File: src/rtl/switch_oq_rd.sv
// switch_oq_rd -- per-port output dequeue engine.
//
// Pops cell pointers from the port queue controller's FWFT pointer FIFO,
// reads every word of each cell from the shared cell data SRAM, and streams
// the words into the output MAC FIFO with frame delimiters. Once the last
// word of a cell has left the read pipeline, the pointer is returned to the
// free-pointer manager. Cells are processed strictly one at a time.
//
// Ports:
//   clk, rst      clock, asynchronous active-high reset
//   ptr_rdy       pointer available (ptr_dout valid while high)
//   ptr_dout      [15] last cell of frame, [PTR_AW-1:0] cell index
//   ptr_ack       one-cycle pop strobe to the queue controller
//   dmem_addr     SRAM read address {cell index, word index}
//   dmem_rd       SRAM read enable
//   dmem_dout     SRAM read data, valid RD_LAT cycles after dmem_rd
//   o_data        output word
//   o_wr          output write strobe
//   o_sof, o_eof  frame delimiters, qualified by o_wr
//   o_afull       output FIFO cannot absorb more than the in-flight reads
//   free_ptr      returned pointer with bit 15 cleared
//   free_wr       free write strobe
//   free_full     free-pointer FIFO full
//   busy          engine is working on a cell
//
// Optional build macro SWITCH_OQ_STAT_EN adds stat_frames / stat_cells
// (frames written and cells freed, 32-bit wrapping counters).

module switch_oq_rd #(
  parameter int DATA_W     = 128,
  parameter int CELL_WORDS = 4,
  parameter int PTR_AW     = 10,
  parameter int RD_LAT     = 2
) (
  input  logic                                 clk,
  input  logic                                 rst,
  input  logic                                 ptr_rdy,
  input  logic [15:0]                          ptr_dout,
  output logic                                 ptr_ack,
  output logic [PTR_AW+$clog2(CELL_WORDS)-1:0] dmem_addr,
  output logic                                 dmem_rd,
  input  logic [DATA_W-1:0]                    dmem_dout,
  output logic [DATA_W-1:0]                    o_data,
  output logic                                 o_wr,
  output logic                                 o_sof,
  output logic                                 o_eof,
  input  logic                                 o_afull,
  output logic [15:0]                          free_ptr,
  output logic                                 free_wr,
  input  logic                                 free_full,
  output logic                                 busy
`ifdef SWITCH_OQ_STAT_EN
  ,
  output logic [31:0]                          stat_frames,
  output logic [31:0]                          stat_cells
`endif
);

  localparam int WIDX_W = $clog2(CELL_WORDS);
  localparam logic [WIDX_W-1:0] LAST_WORD = WIDX_W'(CELL_WORDS - 1);
  // Every pipeline stage except the output stage. When none of those hold a
  // word, the final word is leaving this cycle and the pointer can be freed
  // next cycle.
  localparam logic [RD_LAT-1:0] EARLY_MASK = {RD_LAT{1'b1}} >> 1;

  typedef enum logic [2:0] {IDLE, POP, READ, DRAIN, FREE} state_t;

  state_t              state_q;
  state_t              state_d;
  logic [15:0]         cur_ptr;
  logic [WIDX_W-1:0]   word_idx;
  logic                sof_pend;
  logic [RD_LAT-1:0]   pipe_vld;
  logic [RD_LAT-1:0]   pipe_sof;
  logic [RD_LAT-1:0]   pipe_eof;
  logic                last_issue;

  assign last_issue = dmem_rd && (word_idx == LAST_WORD);

  // Next-state and strobe decode. The ack is also blocked while rst is
  // high: reset parks the FSM in IDLE, and without the gate the controller
  // would pop a pointer that the engine never latches.
  always_comb begin
    state_d = state_q;
    ptr_ack = 1'b0;
    dmem_rd = 1'b0;
    free_wr = 1'b0;
    case (state_q)
      IDLE: begin
        if (ptr_rdy && !rst) begin
          ptr_ack = 1'b1;
          state_d = POP;
        end
      end
      POP: state_d = READ;
      READ: begin
        dmem_rd = !o_afull;
        if (!o_afull && (word_idx == LAST_WORD)) state_d = DRAIN;
      end
      DRAIN: begin
        if ((pipe_vld & EARLY_MASK) == '0) state_d = FREE;
      end
      FREE: begin
        if (!free_full) begin
          free_wr = 1'b1;
          state_d = IDLE;
        end
      end
      default: state_d = IDLE;
    endcase
  end

  // State register plus the per-cell context: latched pointer, word index
  // and the start-of-frame pending flag that carries across cells.
  always_ff @(posedge clk or posedge rst) begin
    if (rst) begin
      state_q  <= IDLE;
      cur_ptr  <= '0;
      word_idx <= '0;
      sof_pend <= 1'b1;
    end else begin
      state_q <= state_d;
      if (ptr_ack) cur_ptr <= ptr_dout;
      if (state_q == POP) word_idx <= '0;
      else if (dmem_rd) word_idx <= word_idx + 1'b1;
      // With one-word cells sof and eof hit the same issue; setting wins.
      if (last_issue && cur_ptr[15]) sof_pend <= 1'b1;
      else if (dmem_rd && (word_idx == '0)) sof_pend <= 1'b0;
    end
  end

  // Read pipeline mirroring the SRAM latency: each issued read carries its
  // valid bit and frame flags so they emerge alongside dmem_dout.
  always_ff @(posedge clk or posedge rst) begin
    if (rst) begin
      pipe_vld <= '0;
      pipe_sof <= '0;
      pipe_eof <= '0;
    end else begin
      pipe_vld[0] <= dmem_rd;
      pipe_sof[0] <= dmem_rd && (word_idx == '0) && sof_pend;
      pipe_eof[0] <= last_issue && cur_ptr[15];
      for (int i = 1; i < RD_LAT; i++) begin
        pipe_vld[i] <= pipe_vld[i-1];
        pipe_sof[i] <= pipe_sof[i-1];
        pipe_eof[i] <= pipe_eof[i-1];
      end
    end
  end

  assign dmem_addr = {cur_ptr[PTR_AW-1:0], word_idx};
  assign o_wr      = pipe_vld[RD_LAT-1];
  assign o_sof     = pipe_sof[RD_LAT-1];
  assign o_eof     = pipe_eof[RD_LAT-1];
  assign o_data    = o_wr ? dmem_dout : '0;
  assign free_ptr  = free_wr ? {1'b0, cur_ptr[14:0]} : 16'h0000;
  assign busy      = (state_q != IDLE);

`ifdef SWITCH_OQ_STAT_EN
  // Frame and cell counters, free-running and wrapping.
  always_ff @(posedge clk or posedge rst) begin
    if (rst) begin
      stat_frames <= '0;
      stat_cells  <= '0;
    end else begin
      if (o_wr && o_eof) stat_frames <= stat_frames + 32'd1;
      if (free_wr) stat_cells <= stat_cells + 32'd1;
    end
  end
`endif

endmodule

File: config.mk
export PLATFORM = sky130hd
export DESIGN_NAME = switch_oq_rd
export DESIGN_NICKNAME = d
export VERILOG_FILES = /design/src/rtl/switch_oq_rd.sv
export SDC_FILE = /design/constraint.sdc
export NUM_CORES = 1
export LEC_CHECK = 0
export ABC_AREA = 1
export ABC_CLOCK_PERIOD_IN_PS = 2600
export CAP_MARGIN = 10
export CORE_AREA = 2 2 120 122
export CTS_CLUSTER_SIZE = 28
export DETAILED_ROUTE_END_ITERATION = 8
export DIE_AREA = 0 0 122 124
export SYNTH_ARGS = -nofsm -noshare
export SYNTH_HDL_FRONTEND = slang
export SYNTH_SLANG_ARGS = --single-unit
File: constraint.sdc
create_clock -name clk -period 2.6 [get_ports clk]
set_clock_uncertainty 0.2 [all_clocks]
set_input_delay 0.39 -clock clk [delete_from_list [all_inputs] [get_ports clk]]
set_output_delay 0.39 -clock clk [all_outputs]
set_load 0.02 [all_outputs]
==> flow_metrics.py <==
metrics = {
    "global_route": {
        "use_met2_pct": 24.2,
        "grtUsageTotal_pct": 13.8,
        "grt_overflow": 0,
        "grt_pass1_wl_um": 16300,
        "grt_max_degree": 43,
        "grt_pass1_vias": 2925,
        "grt_busiest_layer": "met2",
        "use_met3_pct": 3.02,
        "met1_usage_pct": 17.5,
        "antenna_found_initial": 0,
    },
    "synthesis": {
        "synth.distinct_cells": 21,
        "mappedNetlistArea_um2": 2360,
        "synth_area_leaders": "dfrtp_1, nand2_1, inv_1, buf_4, nor2_1",
        "postSynth.asyncResetShare_pct": 100,
        "yosys_warnings": 0,
        "synth_top_area_cell": "dfrtp_1",
        "yosysMostFrequentCell": "nand2_1",
        "synth_edf_count": 0,
        "syn_inst": 427,
        "synthesis.nets": 578,
        "synthFlopType": "dfrtp_1",
        "yosysTopAreaCellShare_pct": 28.6,
        "ys_seq_elements": 28,
        "synth_seq_area_share_pct": 29.7,
        "syn_area_per_cell_um2": 5.54,
        "ys_top_cells_by_count": "nand2_1, inv_1, dfrtp_1",
    },
    "floorplanning": {
        "rows": 43,
        "die_x_um": 122,
        "die_y_um": 124,
        "ios": 312,
        "initial_utilization_pct": 17.2,
        "die_area_um2": 15100,
        "core-area_um2": 13700,
    },
    "final_layout": {
        "antenna_cells": 0,
        "synthToLayoutAreaGrowth_pct": 141,
        "regArea_um2": 706,
        "drive_gt1_share_pct": 2.91,
        "fillers": 1437,
        "multi_input_area_um2": 890,
        "nNetsFinal": 874,
        "design_area_um2": 5700,
    },
    "routing": {
        "wl_um": 11800,
        "drtPass1Iterations": 4,
        "vias": 3229,
        "routed_via_density": 3.58,
        "wl_per_cell_um": 13.1,
        "drt-initial-drc-count": 135,
        "ant_nets": 0,
        "drc": 0,
    },
    "timing": {
        "finalHoldWorstSlack_ps": 150,
        "finalHoldViolations": 0,
        "post-route-min-period_ps": 2480,
        "finalSetupTns_ps": 0,
        "fin_crit_sh_pct": 95.3,
        "rsz0062_at_grt": "false",
        "timing.fmax_ghz": 0.404,
        "finalMaxSlewViolations": 0,
        "setup_viol": 0,
    },
    "placed_design": {
        "port_buffers": 310,
        "gp_congestion": 0.775,
        "place_area_um2": 5600,
        "dp.final_hpwl_um": 9730,
    },
    "power": {
        "power.leakage_nw": 3.28,
        "p_total_mw": 3.76,
        "ir_drop_uv": 399,
        "power_density_nw_per_um2": 660,
    },
    "clock_network": {
        "clk_latency_ps": 250,
        "clk_pin_slew_worst_paths_ps": 60,
        "cts_buffers": 3,
        "cts_root_buf": "clkbuf_16",
        "cts_buffer_depth": 2,
        "cts_tree": "built",
        "h-tree-depth": 1,
        "clock_sinks": 28,
        "cts_hold_buf": 0,
    },
    "worst_setup_path": {
        "endpoint_kind": "output port",
        "cp_data_arrival_time_ps": 1890,
        "critical_path_class": "reg -> out",
        "critPathRequiredTime_ps": 2010,
        "path_max_fanout": 16,
        "start_kind": "flop",
    },
    "min_path": {
        "hold_path_class": "reg -> reg",
    },
    "outcome": {
        "outcome": "completed",
    },
    "job": {
        "cap_viol_max_count": 0,
    },
}
==> path summary, 6_finish.rpt <==
check                      slack, ps  cells after the start          end        start
setup / recovery                 120                      5  free_ptr[2]   state_q[0]
hold / removal                   150                      0  pipe_sof[1]  pipe_sof[0]
setup reg to reg                1030                      6  cur_ptr[14]   state_q[0]
hold reg to reg                  150                      0  pipe_sof[1]  pipe_sof[0]
max in group asynchronous       1530                      3     sof_pend          rst
min in group asynchronous        360                      3  cur_ptr[13]          rst
==> placed cells by master (no fill, tap or decap), types with 2 or more instances in the layout <==
master | Yosys | routed
nand3_1 | 6 | 6
clkbuf_16 | 0 | 3
nor2_4 | 3 | 3
inv_1 | 155 | 155
nand2_1 | 163 | 163
ha_1 | 2 | 2
dfrtp_1 | 27 | 26
nor2_1 | 17 | 17
dlymetal6s2s_1 | 0 | 2
buf_4 | 13 | 7
clkdlybuf4s50_1 | 0 | 308
o21ai_0 | 9 | 9
buf_12 | 0 | 2
o21ai_1 | 9 | 9
==> sequential cells by signal (all words and copies together), names as in the netlist <==
register,cells
cur_ptr,16
state_q,3
pipe_eof,2
pipe_sof,2
pipe_vld,2
word_idx,2
sof_pend,1
==> layer usage <==
layer  up-vias  wire length [um]
met3        10               997
met4         0               142
met2       139              5790
met5         -                 0
met1      1361              4870
li1       1719                 -
==> final cells by class <==
class / instances / share of cell area (%)
sequential: 28 / 12.4
timing repair buffer: 320 / 56.4
inverter: 156 / 10.3
multi-input combinational: 214 / 15.6
tap: 180 / 3.95
clock buffer: 4 / 1.38
==> stage by stage <==
step	util [%]	setup slack, ps	cells
after global placement	40.8	174	897
after CTS	41.4	68.3	901
after floorplan	-	511	427
final	41.5	123	902
after detailed placement	40.8	155	897
after global routing	41.5	5.24	902
==> worst max-delay path: stages, from the launching register on <==
cell and delay (ps):
dfrtp_1 480, nor2_4 160, nand3_1 80, buf_4 200
nor2_1 100, clkdlybuf4s50_1 610
==> timing repair <==
item                                    CTS  global route
hold endpoints to repair                  0             0
gates resized for setup                   0             2
setup buffers                             0             1
endpoints found under the setup margin    0             3
==> report_power, final <==
| group | leakage, nW | switching (mW) | internal [mW] |
|---|---|---|---|
| Sequential | 0.352 | 0.146 | 0.610 |
| Clock | 0.0382 | 0.135 | 0.210 |
| Combinational | 2.89 | 1.43 | 1.23 |
| Total | 3.28 | 1.71 | 2.05 |
==> cells by family (layout without fill, tap and decap cells) <==
kind of cell / after synthesis / after routing / synth area share (%)
other: 1 / 1 / 0.159
AND/OR/NAND/NOR: 193 / 193 / 32.6
AO/OA/AOI/OAI: 18 / 18 / 3.81
flip-flops: 28 / 28 / 29.7
adder cells (fa/ha/maj): 2 / 2 / 1.06
buffers and inverters: 185 / 480 / 32.7
(Power assumes the default switching activity.)
==> edit 1 (config.mk and constraints unchanged) <==
Re-encode `state_t` (5 states) as one-hot, 5 bits wide.
--- a/src/rtl/switch_oq_rd.sv
+++ b/src/rtl/switch_oq_rd.sv
@@ -63,7 +63,7 @@
   // next cycle.
   localparam logic [RD_LAT-1:0] EARLY_MASK = {RD_LAT{1'b1}} >> 1;
 
-  typedef enum logic [2:0] {IDLE, POP, READ, DRAIN, FREE} state_t;
+  typedef enum logic [4:0] {IDLE = 5'b00001, POP = 5'b00010, READ = 5'b00100, DRAIN = 5'b01000, FREE = 5'b10000} state_t;
 
   state_t              state_q;
   state_t              state_d;
Check against the original RTL: no difference found for any inputs over 10 cycles, from zero or initial values and one cycle with rst high; not proved beyond that.
==> edit 1 against the unedited design <==
  * Routed wire length grew 17%
  * Non-clock buffer count shrank 4
  * Clock power grew 120%
  * Final cell count grew 1.6%
  * Power shrank 16%
  * Setup slack gained 58 ps
  * Combinational power shrank 37%
  * Cell area grew 4.2%
  * Via count grew 2.7%
  * Synthesized area grew 4.4%
  * Sequential cell count grew 2
  * Critical path type unchanged
  * Largest cell class unchanged
  * Highest routed layer is now met5
==> edit 1: results <==
metrics = {
    "global_routing": {
        "groute.layer.met3.usage_pct": 10.26,
        "met1_usage_pct": 20.39,
        "antenna_found_initial": 2,
        "track_usage_pct": 16.23,
        "grt_pass1_wl_um": 18130,
        "grt_max_degree": 63,
        "gr-usage-met2_pct": 23.92,
        "grt_pass1_vias": 3012,
    },
    "drt": {
        "wirelength_met1_um": 5561,
        "highest_layer": "met5",
        "num_vias": 3315,
        "wl_met3_um": 2087,
        "routed_wl_um": 13770,
        "drt_pass1_iterations": 4,
        "drtIter0Drc": 125,
        "dr_wl_met2_um": 5981,
    },
    "placed_design": {
        "place_area_mm2": 0.005688,
        "gp_congestion": 0.8382,
        "port_buffers": 310,
        "hpwlAfterDp_um": 11560,
    },
    "worst_setup_path": {
        "cp_slowest_cell": "clkdlybuf4s50_1",
        "path_max_fanout": 62,
        "arrival_ps": 1830,
        "cp_top_family": "buffers and inverters",
        "slowest_delay_ps": 630,
    },
    "synthesis": {
        "yosys-top-cells-area": "dfrtp_1, nand2_1, inv_1",
        "synth-seq-area-share_pct": 30.51,
        "syn-num-nets": 590,
        "synth_common_cells": "nand2_1, inv_1, dfrtp_1",
        "synth_warnings": 0,
        "synth_flop_cell": "dfrtp_1",
        "ys_types": 22,
        "ys_async_sr_fraction_pct": 100.0,
    },
    "clock_tree": {
        "cts_resized": 1,
        "clk_latency_ps": 270,
        "root_buffer": "clkbuf_16",
        "cts_buffer_depth": 2,
        "cts_setup_buffers": 0,
        "holdBufCountCts": 0,
        "path_clk_slew_ps": 50,
        "cts_buffers": 5,
        "htree_levels": 2,
    },
    "finish": {
        "final_nets": 884,
        "reg.largest.list": "cur_ptr: 16 flops, state_q: 5 flops",
        "final_layout_size_suffix_gt1_share_pct": 4.223,
    },
    "worst_hold_path": {
        "hold_path.class": "reg -> reg",
    },
    "pwr": {
        "ir_drop_v": 0.0003785,
        "leakage_nw": 3.609,
    },
    "outcome": {
        "outcome": "complete, no violations",
    },
    "sta": {
        "hold_viol": 0,
        "setup_tns_ps": 0,
    },
}
[edit 1: cell types whose count changed after synthesis, moves of 5 or more]
cell,change
clkbuf_1,+8
nor2_2,+5
buf_2,-6
o21ai_1,+8
o21ai_0,-7
[edit 1: final cells by class]
type                    count  area, µm²
clock buffers               6      138.9
multi-input cells         224      952.2
diodes                      2      5.005
well taps                 180      225.2
repair buffers            316       3213
flip-flops and latches     30      757.0
clock inverters             2      60.06
inverters                 156      585.6
fillers                  1410       7782
[edit 1: final timing paths]
path | from | end | slack (ps) | depth (start not counted)
min in group asynchronous | rst | cur_ptr[13] | 350 | 3
worst min-delay path | pipe_eof[0] | pipe_eof[1] | 150 | 0
max in group asynchronous | rst | state_q[0] | 1520 | 3
worst max-delay path | pipe_vld[1] | o_data[67] | 180 | 4
worst min register to register | pipe_eof[0] | pipe_eof[1] | 150 | 0
worst max register to register | state_q[0] | cur_ptr[15] | 910 | 7
[edit 1: power by group]
| group | switching [W] | total (W) | internal [W] |
|---|---|---|---|
| registers | 0.0000894 | 0.000725 | 0.000636 |
| clock network | 0.000195 | 0.000769 | 0.000574 |
| logic | 0.000893 | 0.00167 | 0.000781 |
| total | 0.00118 | 0.00317 | 0.00199 |
[edit 1: cells by family after synthesis]
logic type	after synthesis	synth area share, %
and+or+nand+nor	202	33.35
DFF	30	30.51
buffers and inverters	185	31.12
AOI/OAI and AO/OA	19	3.852
other	1	0.1519
adders and majority gates	2	1.014
[edit 1: stage by stage]
| step | util [%] | worst slack [ps] | instances |
|---|---|---|---|
| after global placement | 41.46 | 198.8 | 906 |
| after CTS | 42.95 | 66.91 | 914 |
| after detailed placement | 41.46 | 157.7 | 906 |
| after floorplan | - | 317.9 | 439 |
| final | 43.27 | 181.6 | 916 |
| after global routing | 43.24 | 89.55 | 914 |
==> edit 2 (config.mk and constraints unchanged) <==
Made on the original files. `RD_LAT`: 2 -> 1.
--- a/src/rtl/switch_oq_rd.sv
+++ b/src/rtl/switch_oq_rd.sv
@@ -30,7 +30,7 @@
   parameter int DATA_W     = 128,
   parameter int CELL_WORDS = 4,
   parameter int PTR_AW     = 10,
-  parameter int RD_LAT     = 2
+  parameter int RD_LAT     = 1
 ) (
   input  logic                                 clk,
   input  logic                                 rst,
Function: changed (Yosys sat finds a counterexample within 4 cycles, from zero or initial values and one cycle with rst high).
==> edit 2 against the unedited design <==
  * Non-clock buffer count fell by 2
  * Power fell by 8.0%
  * Synthesized area fell by 3.1%
  * Routed wire length rose by 11%
  * Global-route usage rose by 1.5 points
  * Setup slack got worse by 9.8 ps
  * Critical path type unchanged
  * Sequential power fell by 6.3%
  * Sequential cell count fell by 3
  * Cell area fell by 1.2%
  * Largest cell class unchanged
==> edit 2: results <==
metrics = {
    "pwr": {
        "leakage_nw": 3.256,
        "ir_drop_v": 0.0004287,
    },
    "drt": {
        "wire_per_inst_um": 14.43,
        "drtIter0Drc": 93,
    },
    "worst_setup_path": {
        "rrSetupSlack_ps": 1120,
        "r2r-end": "cur_ptr[10]",
        "crit_path_end": "free_ptr[1]",
    },
    "placed_design": {
        "hpwlAfterDp_um": 10870,
        "gp_congestion": 0.8099,
    },
    "synthesis": {
        "yosys-top-cells-area": "nand2_1, dfrtp_1, inv_1",
        "syn-num-nets": 581,
        "synth_compound_area_share_pct": 0.6557,
        "synth_common_cells": "nand2_1, inv_1, dfrtp_1",
        "ys_types": 19,
        "synth_cells": 430,
    },
    "finish": {
        "final_layout_size_suffix_gt1_share_pct": 2.762,
        "reg.largest.list": "cur_ptr: 16 flops, state_q: 3 flops, word_idx: 2 flops",
        "final_nets": 876,
        "final.fill_count": 1454,
    },
    "global_routing": {
        "groute.layer.met3.usage_pct": 7.143,
        "grt_pass1_wl_um": 17600,
        "grt_pass1_vias": 3036,
        "grt_max_degree": 45,
        "gr-usage-met2_pct": 26.19,
        "antenna_found_initial": 3,
        "track_usage_pct": 15.27,
    },
    "outcome": {
        "outcome": "complete, no violations",
    },
    "worst_hold_path": {
        "worstHoldStart": "sof_pend",
        "whs_path_depth": 2,
        "holdPathEnd": "sof_pend",
    },
    "sta": {
        "holdWs_ps": 281.7,
    },
}
-- edit 2: through the flow --
step / cell area (µm²) / setup WS, ps / util [%]
after floorplan: 2290 / 499.0 / -
after global placement: 5528 / 109.7 / 40.29
after detailed placement: 5528 / 50.22 / 40.29
after CTS: 5615 / 32.09 / 40.93
after global routing: 5627 / 1.247 / 41.01
final: 5629 / 113.5 / 41.03
-- edit 2: timing repair --
item	in CTS	in global routing
resized for setup	1	0
hold buffers	0	0
endpoints found under the setup margin	1	21
setup buffers	0	1
-- edit 2: power by group through the flow --
stage	Sequential, W	Combinational (W)	Clock [W]
finish	0.000708	0.00241	0.000340
global route	0.000739	0.00260	0.000364
CTS	0.000725	0.00243	0.000352
detailed placement	0.000724	0.00241	0
global placement	0.000725	0.00241	0
floorplan	0.000667	0.00129	0
-- edit 2: final cells by class --
class / count / area, µm² / area share (%)
Tap cell: 180 / 225.2 / 4.001
Clock buffer: 3 / 75.07 / 1.334
Timing Repair Buffer: 318 / 3192 / 56.70
Antenna cell: 1 / 2.502 / 0.04445
Sequential cell: 25 / 630.6 / 11.20
Inverter: 156 / 588.1 / 10.45
Multi-Input combinational cell: 221 / 910.9 / 16.18
Clock inverter: 1 / 5.005 / 0.08891
-- edit 2: logic make-up after synthesis --
logic type,after synthesis
buffers and inverters,184
flip-flops,25
AO/OA/AOI/OAI,3
other,1
adder cells (fa/ha/maj),2
AND/OR/NAND/NOR,215
-- edit 2: worst min-delay path, cell delays in order, from the launching register on --
cell,delay [ps]
dfstp_2,360
o21ai_0,60
nand2_1,50
-- edit 2: layer usage --
layer,vias up,wire length [µm]
met5,-,26
li1,1712,-
met1,1386,4974
met4,4,212
met2,155,6147
met3,16,1697
